`src/rtl/floor_request_queue.sv`:
```
// Latches floor presses as pending calls and picks the next target SCAN-style.
// The next target is offered to the elevator controller over a valid/ready handshake.
module floor_request_queue #(
    parameter int unsigned NUM_FLOORS = 12,
    parameter int unsigned FLOOR_W    = 4
) (
    input  logic                  clk,
    input  logic                  rst,
    input  logic [NUM_FLOORS-1:0] press,
    input  logic                  press_valid,
    input  logic [FLOOR_W-1:0]    current_floor,
    input  logic                  arrive_valid,
    input  logic [FLOOR_W-1:0]    arrive_floor,
    output logic [FLOOR_W-1:0]    target_floor,
    output logic                  target_valid,
    input  logic                  target_ready,
    output logic                  dir_up,
    output logic                  busy,
    output logic [NUM_FLOORS-1:0] pending
);

    typedef enum logic [1:0] {IDLE, OFFER, SERVE} state_t;

    state_t                state, state_nxt;
    logic [NUM_FLOORS-1:0] pending_nxt, clr;
    logic [FLOOR_W-1:0]    target_nxt, sel_floor, cur;
    logic                  valid_nxt, dir_nxt, busy_nxt, sel_dir;
    logic [FLOOR_W-1:0]    up_lo, below_hi, dn_hi, above_lo;
    logic                  up_found, dn_found;
    logic                  arrive_at_target;

    // Out-of-range arrivals never match any bit, so they clear nothing.
    always_comb begin
        clr = '0;
        for (int unsigned i = 0; i < NUM_FLOORS; i++) begin
            clr[i] = arrive_valid && (arrive_floor == FLOOR_W'(i));
        end
        pending_nxt = (pending | (press_valid ? press : '0)) & ~clr;
    end

    // SCAN candidates: nearest call ahead in each direction, and the fallback behind.
    always_comb begin
        cur = current_floor;
        if (32'(current_floor) >= NUM_FLOORS) begin
            cur = FLOOR_W'(NUM_FLOORS - 1);
        end
        up_lo    = '0;
        below_hi = '0;
        dn_hi    = '0;
        above_lo = '0;
        up_found = 1'b0;
        dn_found = 1'b0;
        for (int unsigned i = 0; i < NUM_FLOORS; i++) begin
            if (pending[i]) begin
                if (i >= 32'(cur) && !up_found) begin
                    up_lo    = FLOOR_W'(i);
                    up_found = 1'b1;
                end
                if (i < 32'(cur)) begin
                    below_hi = FLOOR_W'(i);
                end
                if (i <= 32'(cur)) begin
                    dn_hi    = FLOOR_W'(i);
                    dn_found = 1'b1;
                end
                if (i > 32'(cur) && (above_lo == '0 || above_lo <= cur)) begin
                    above_lo = FLOOR_W'(i);
                end
            end
        end
        if (dir_up) begin
            sel_floor = up_found ? up_lo : below_hi;
            sel_dir   = up_found;
        end else begin
            sel_floor = dn_found ? dn_hi : above_lo;
            sel_dir   = !dn_found;
        end
    end

    assign arrive_at_target = arrive_valid && (arrive_floor == target_floor);

    always_comb begin
        state_nxt  = state;
        target_nxt = target_floor;
        valid_nxt  = target_valid;
        dir_nxt    = dir_up;
        busy_nxt   = busy;
        case (state)
            IDLE: begin
                if (pending != '0) begin
                    target_nxt = sel_floor;
                    dir_nxt    = sel_dir;
                    valid_nxt  = 1'b1;
                    state_nxt  = OFFER;
                end
            end
            OFFER: begin
                if (target_ready) begin
                    valid_nxt = 1'b0;
                    busy_nxt  = 1'b1;
                    state_nxt = SERVE;
                end else if (arrive_at_target) begin
                    valid_nxt = 1'b0;
                    state_nxt = IDLE;
                end
            end
            SERVE: begin
                // Target already served (e.g. arrival during the handshake) also ends the trip.
                if (arrive_at_target || !pending[target_floor]) begin
                    busy_nxt  = 1'b0;
                    state_nxt = IDLE;
                end
            end
            default: state_nxt = IDLE;
        endcase
    end

    always_ff @(posedge clk) begin
        if (rst) begin
            state        <= IDLE;
            pending      <= '0;
            target_floor <= '0;
            target_valid <= 1'b0;
            dir_up       <= 1'b1;
            busy         <= 1'b0;
        end else begin
            state        <= state_nxt;
            pending      <= pending_nxt;
            target_floor <= target_nxt;
            target_valid <= valid_nxt;
            dir_up       <= dir_nxt;
            busy         <= busy_nxt;
        end
    end

endmodule

```
`config.mk`:
```
export PLATFORM = sky130hd
export DESIGN_NAME = floor_request_queue
export DESIGN_NICKNAME = d
export VERILOG_FILES = /design/src/rtl/floor_request_queue.sv
export SDC_FILE = /design/constraint.sdc
export NUM_CORES = 1
export LEC_CHECK = 0
export CORE_ASPECT_RATIO = 1.75
export CORE_MARGIN = 3
export CORE_UTILIZATION = 45
export DETAILED_ROUTE_END_ITERATION = 16
export PLACE_DENSITY_LB_ADDON = 0.08
export SLEW_MARGIN = 20
export SYNTH_ARGS = -nofsm -noshare
export SYNTH_HDL_FRONTEND = slang
export SYNTH_SLANG_ARGS = --single-unit
export TNS_END_PERCENT = 10
```
`constraint.sdc`:
```
create_clock -name clk -period 15.37 [get_ports clk]
set_clock_uncertainty 0.05 [all_clocks]
set_input_delay 2.3055 -clock clk [delete_from_list [all_inputs] [get_ports clk]]
set_output_delay 2.3055 -clock clk [all_outputs]
set_load 0.005 [all_outputs]
```
==> out/qor.csv <==
stage,metric,value,unit
place,gp_congestion,0.944,
worst_setup_path,worstSetupStartpointType,input pin,
worst_hold_path,holdPathStages,2,
power,peakVddDrop,0.0000488,V
logic_synthesis,synth-compound-area-share,37.0,%
logic_synthesis,synth_adder_area_share,11.6,%
worst_hold_path,hp-class,reg -> reg,
power,p_leak,1.49,nW
logic_synthesis,ys.flop_type,dfxtp_1,
timing,min_period,14760,ps
timing,setup-violations-final,0,
detailed_routing,route.detailed.drc,0,
worst_setup_path,rr_endpoint,target_floor[0]$_SDFFE_PP0P_,
clocking,cts-root-buf,clkbuf_8,
power,p_sw,106,uW
logic_synthesis,synthArstFlopShare,0,%
power,switching_share,41.8,%
detailed_routing,drt-total-wl,9900,microns
global_routing,grt_pass1_vias,3255,
detailed_routing,wl_per_cell,17.9,microns
worst_hold_path,min_to,target_valid$_SDFFE_PP0P_,
cells_and_area,layout-drive-gt1-share,15.3,%
power,seqPwrFrac,29.9,%
die,initial_core_util,47.6,%
logic_synthesis,ys_seq_elements,21,
clocking,cts_tree,done,
die,die_area,7750,sq um
logic_synthesis,synth_edf_count,0,
detailed_routing,ant_nets,0,
clocking,hold_buffers,0,
detailed_routing,drt-initial-drc-count,243,
worst_setup_path,critical_path_class,in -> reg,
worst_hold_path,min_from,target_valid$_SDFFE_PP0P_,
logic_synthesis,synth_xor_area_share,1.16,%
die,io_pins,44,
cells_and_area,final_cells,552,
logic_synthesis,syn_inst,424,
power,clkPwrFrac,14.2,%
place,post-dp-hpwl,7610,microns
worst_setup_path,crit_path_max_fanout,5,
place,dp.cells,537,
timing,tightestPinTransition,957,ps
timing,slew_headroom,35.4,%
global_routing,grt_use_total,25.8,%
clocking,cts.sinks,21,
cells_and_area,antenna_cells,0,
logic_synthesis,yosysWarnings,0,
worst_setup_path,cp.required,15490,ps
worst_setup_path,rrSetupSlack,2700,ps
worst_setup_path,cp.arrival,14890,ps
global_routing,grt_max_degree,23,
power,powerDensity,67.7,nW/um^2
power,p_int,148,uW
cells_and_area,nets,526,
logic_synthesis,ys_types,74,
timing,whs,443,ps
detailed_routing,firstDrtPassIters,6,
run_status,status,"finished, final reports clean",
timing,period_share,96.0,%
worst_setup_path,setup.worst_path.end_class,flip-flop,
place,pre_cts_slack,-61.4,ps
worst_setup_path,rr_worst_depth,69,
clocking,clk_pin_slew,80,ps
detailed_routing,viasPerCell,6.30,
clocking,clock_path_buffers,2,
timing,hold_viol,0,
power,p_total,255,uW
global_routing,antenna_found_initial,0,
timing,slew_viol_final,0,
logic_synthesis,synth_nets,477,
logic_synthesis,syn_area_per_cell,7.10,sq um
worst_setup_path,cp_slowest_cell,clkdlybuf4s50_1,
die,die_x,67.8,microns
global_routing,grt_pass1_wl,15700,microns
global_routing,grt-ovfl-total,0,
die,rows,38,
cells_and_area,fill_cells,597,
worst_setup_path,worst_path_most_repeated_cell,ha_1,
run,drv_cap,0,
die,die-height,114,microns
clocking,cts_buffers,3,
detailed_routing,num_vias,3477,
worst_setup_path,critPathMaxStageDelay,500,ps
die,core-area,6320,sq um
cells_and_area,area_delta_synth_final,24.9,%
timing,finalWorstSetupSlack,608,ps
logic_synthesis,ys_seq_area_share,14.0,%
logic_synthesis,muxShareOfSynthArea,2.24,%
clocking,cts_max_level,1,
cells_and_area,final_util,59.5,%
timing,fmax,67.7,MHz
clocking,clock_latency,260,ps
logic_synthesis,synth-simple-area-share,27.6,%
logic_synthesis,synth_top_family_by_area,compound AO/OA/AOI/OAI gates,
place,numPortBuffers,43,
worst_setup_path,reg2reg_from,pending[1]$_SDFF_PP0_,
power,power_frac_comb,55.9,%
logic_synthesis,syn_area,3010,sq um
cells in the mapped netlist, types with 3 or more instances:
| cell | number | share of area, % |
|---|---|---|
| a211oi_1 | 13 | 3.2 |
| a21oi_1 | 37 | 6.1 |
| a22oi_1 | 5 | 1.2 |
| a31oi_1 | 9 | 1.9 |
| and2_1 | 5 | 1.0 |
| and3_1 | 6 | 1.2 |
| buf_2 | 4 | 0.66 |
| clkbuf_1 | 15 | 1.9 |
| dfxtp_1 | 21 | 14 |
| ha_1 | 28 | 12 |
| inv_1 | 17 | 2.1 |
| inv_2 | 3 | 0.37 |
| mux4_2 | 3 | 2.2 |
| nand2_1 | 37 | 4.6 |
| nand2b_1 | 4 | 0.83 |
| nand3_1 | 13 | 2.2 |
| nand4_1 | 5 | 1.0 |
| nor2_1 | 46 | 5.7 |
| nor2b_1 | 19 | 3.9 |
| nor3_1 | 5 | 0.83 |
| nor3b_1 | 3 | 0.75 |
| nor4_1 | 6 | 1.2 |
| o21a_1 | 9 | 2.2 |
| o21ai_0 | 36 | 6.0 |
| o22ai_1 | 4 | 0.83 |
| o31a_1 | 3 | 0.87 |
| o31ai_1 | 4 | 1.0 |
| xor2_1 | 3 | 0.87 |
worst max-delay path by stage:
stage                     start                           end  cells past startpoint
6_report       current_floor[0]  target_floor[0]$_SDFFE_PP0P_                     71
5_1_grt        current_floor[0]  target_floor[0]$_SDFFE_PP0P_                     72
4_1_cts        current_floor[3]  target_floor[0]$_SDFFE_PP0P_                     70
3_5_place_dp   current_floor[3]  target_floor[1]$_SDFFE_PP0P_                     69
3_3_place_gp   current_floor[3]  target_floor[0]$_SDFFE_PP0P_                     70
2_1_floorplan  current_floor[2]  target_floor[3]$_SDFFE_PP0P_                     69
kinds of logic after synthesis:
family	after synthesis
AOI/OAI and AO/OA	162
xor gates and xnor gates	4
adders and majority gates	28
buffers and inverters	45
DFF	21
muxes	3
and+or+nand+nor	161
area by class of cell:
| type | instances | area [sq um] | area share (%) |
|---|---|---|---|
| Sequential cell | 21 | 420 | 11.2 |
| Clock buffer | 3 | 41.3 | 1.10 |
| Clock inverter | 1 | 5.00 | 0.133 |
| Timing Repair Buffer | 68 | 621 | 16.5 |
| Inverter | 21 | 78.8 | 2.10 |
| Tap cell | 80 | 100 | 2.66 |
| Multi-Input combinational cell | 358 | 2500 | 66.3 |
layer usage:
layer,vias to the layer above,wire [microns],global-route usage [%]
met2,108,5460,49.4
met3,36,273,1.28
met5,-,0,0
li1,1686,-,-
met1,1647,3780,27.4
met4,0,381,11.7
stage by stage:
step	cell area, sq um	TNS (ps)
5_1_grt	3760	-483
6_report	3760	0
2_1_floorplan	3010	0
3_5_place_dp	3530	-135
4_1_cts	3580	0
3_3_place_gp	3530	0
state kept, by name, summed over array words and instances (netlist names):
signal / count
busy: 1
dir_up: 1
pending: 12
state: 2
target_floor: 4
target_valid: 1
power groups by stage:
stage	clock network (mW)	logic (mW)	registers, mW
finish	0.0361	0.142	0.0762
CTS	0.0371	0.131	0.0756
detailed placement	0	0.131	0.0769
floorplan	0	0.0946	0.0675
global route	0.0391	0.157	0.0774
global placement	0	0.128	0.0770
worst max-delay path, delay by kind of cell:
kind | cells | cell delay [ps]
compound gates | 30 | 5010
simple gates | 21 | 3180
fa+ha+maj | 10 | 2690
buf+inv | 10 | 1660
placed cells by master (no fill, tap or decap), types with 5 or more instances in the layout:
cell type / Yosys / layout
a211oi_1: 13 / 13
a21oi_1: 37 / 36
a22oi_1: 5 / 5
a31oi_1: 9 / 6
and2_1: 5 / 5
and3_1: 6 / 6
buf_4: 1 / 25
clkdlybuf4s50_1: 0 / 42
dfxtp_1: 21 / 21
ha_1: 28 / 28
inv_1: 17 / 17
nand2_1: 37 / 37
nand3_1: 13 / 13
nand4_1: 5 / 5
nor2_1: 46 / 44
nor2b_1: 19 / 17
nor3_1: 5 / 5
nor4_1: 6 / 6
o21a_1: 9 / 9
o21ai_0: 36 / 33
repair_timing:
action	in CTS	in global routing
gates resized for setup	0	23
setup endpoints to repair	0	4
buffers inserted	0	11
(Power assumes the default switching activity.)
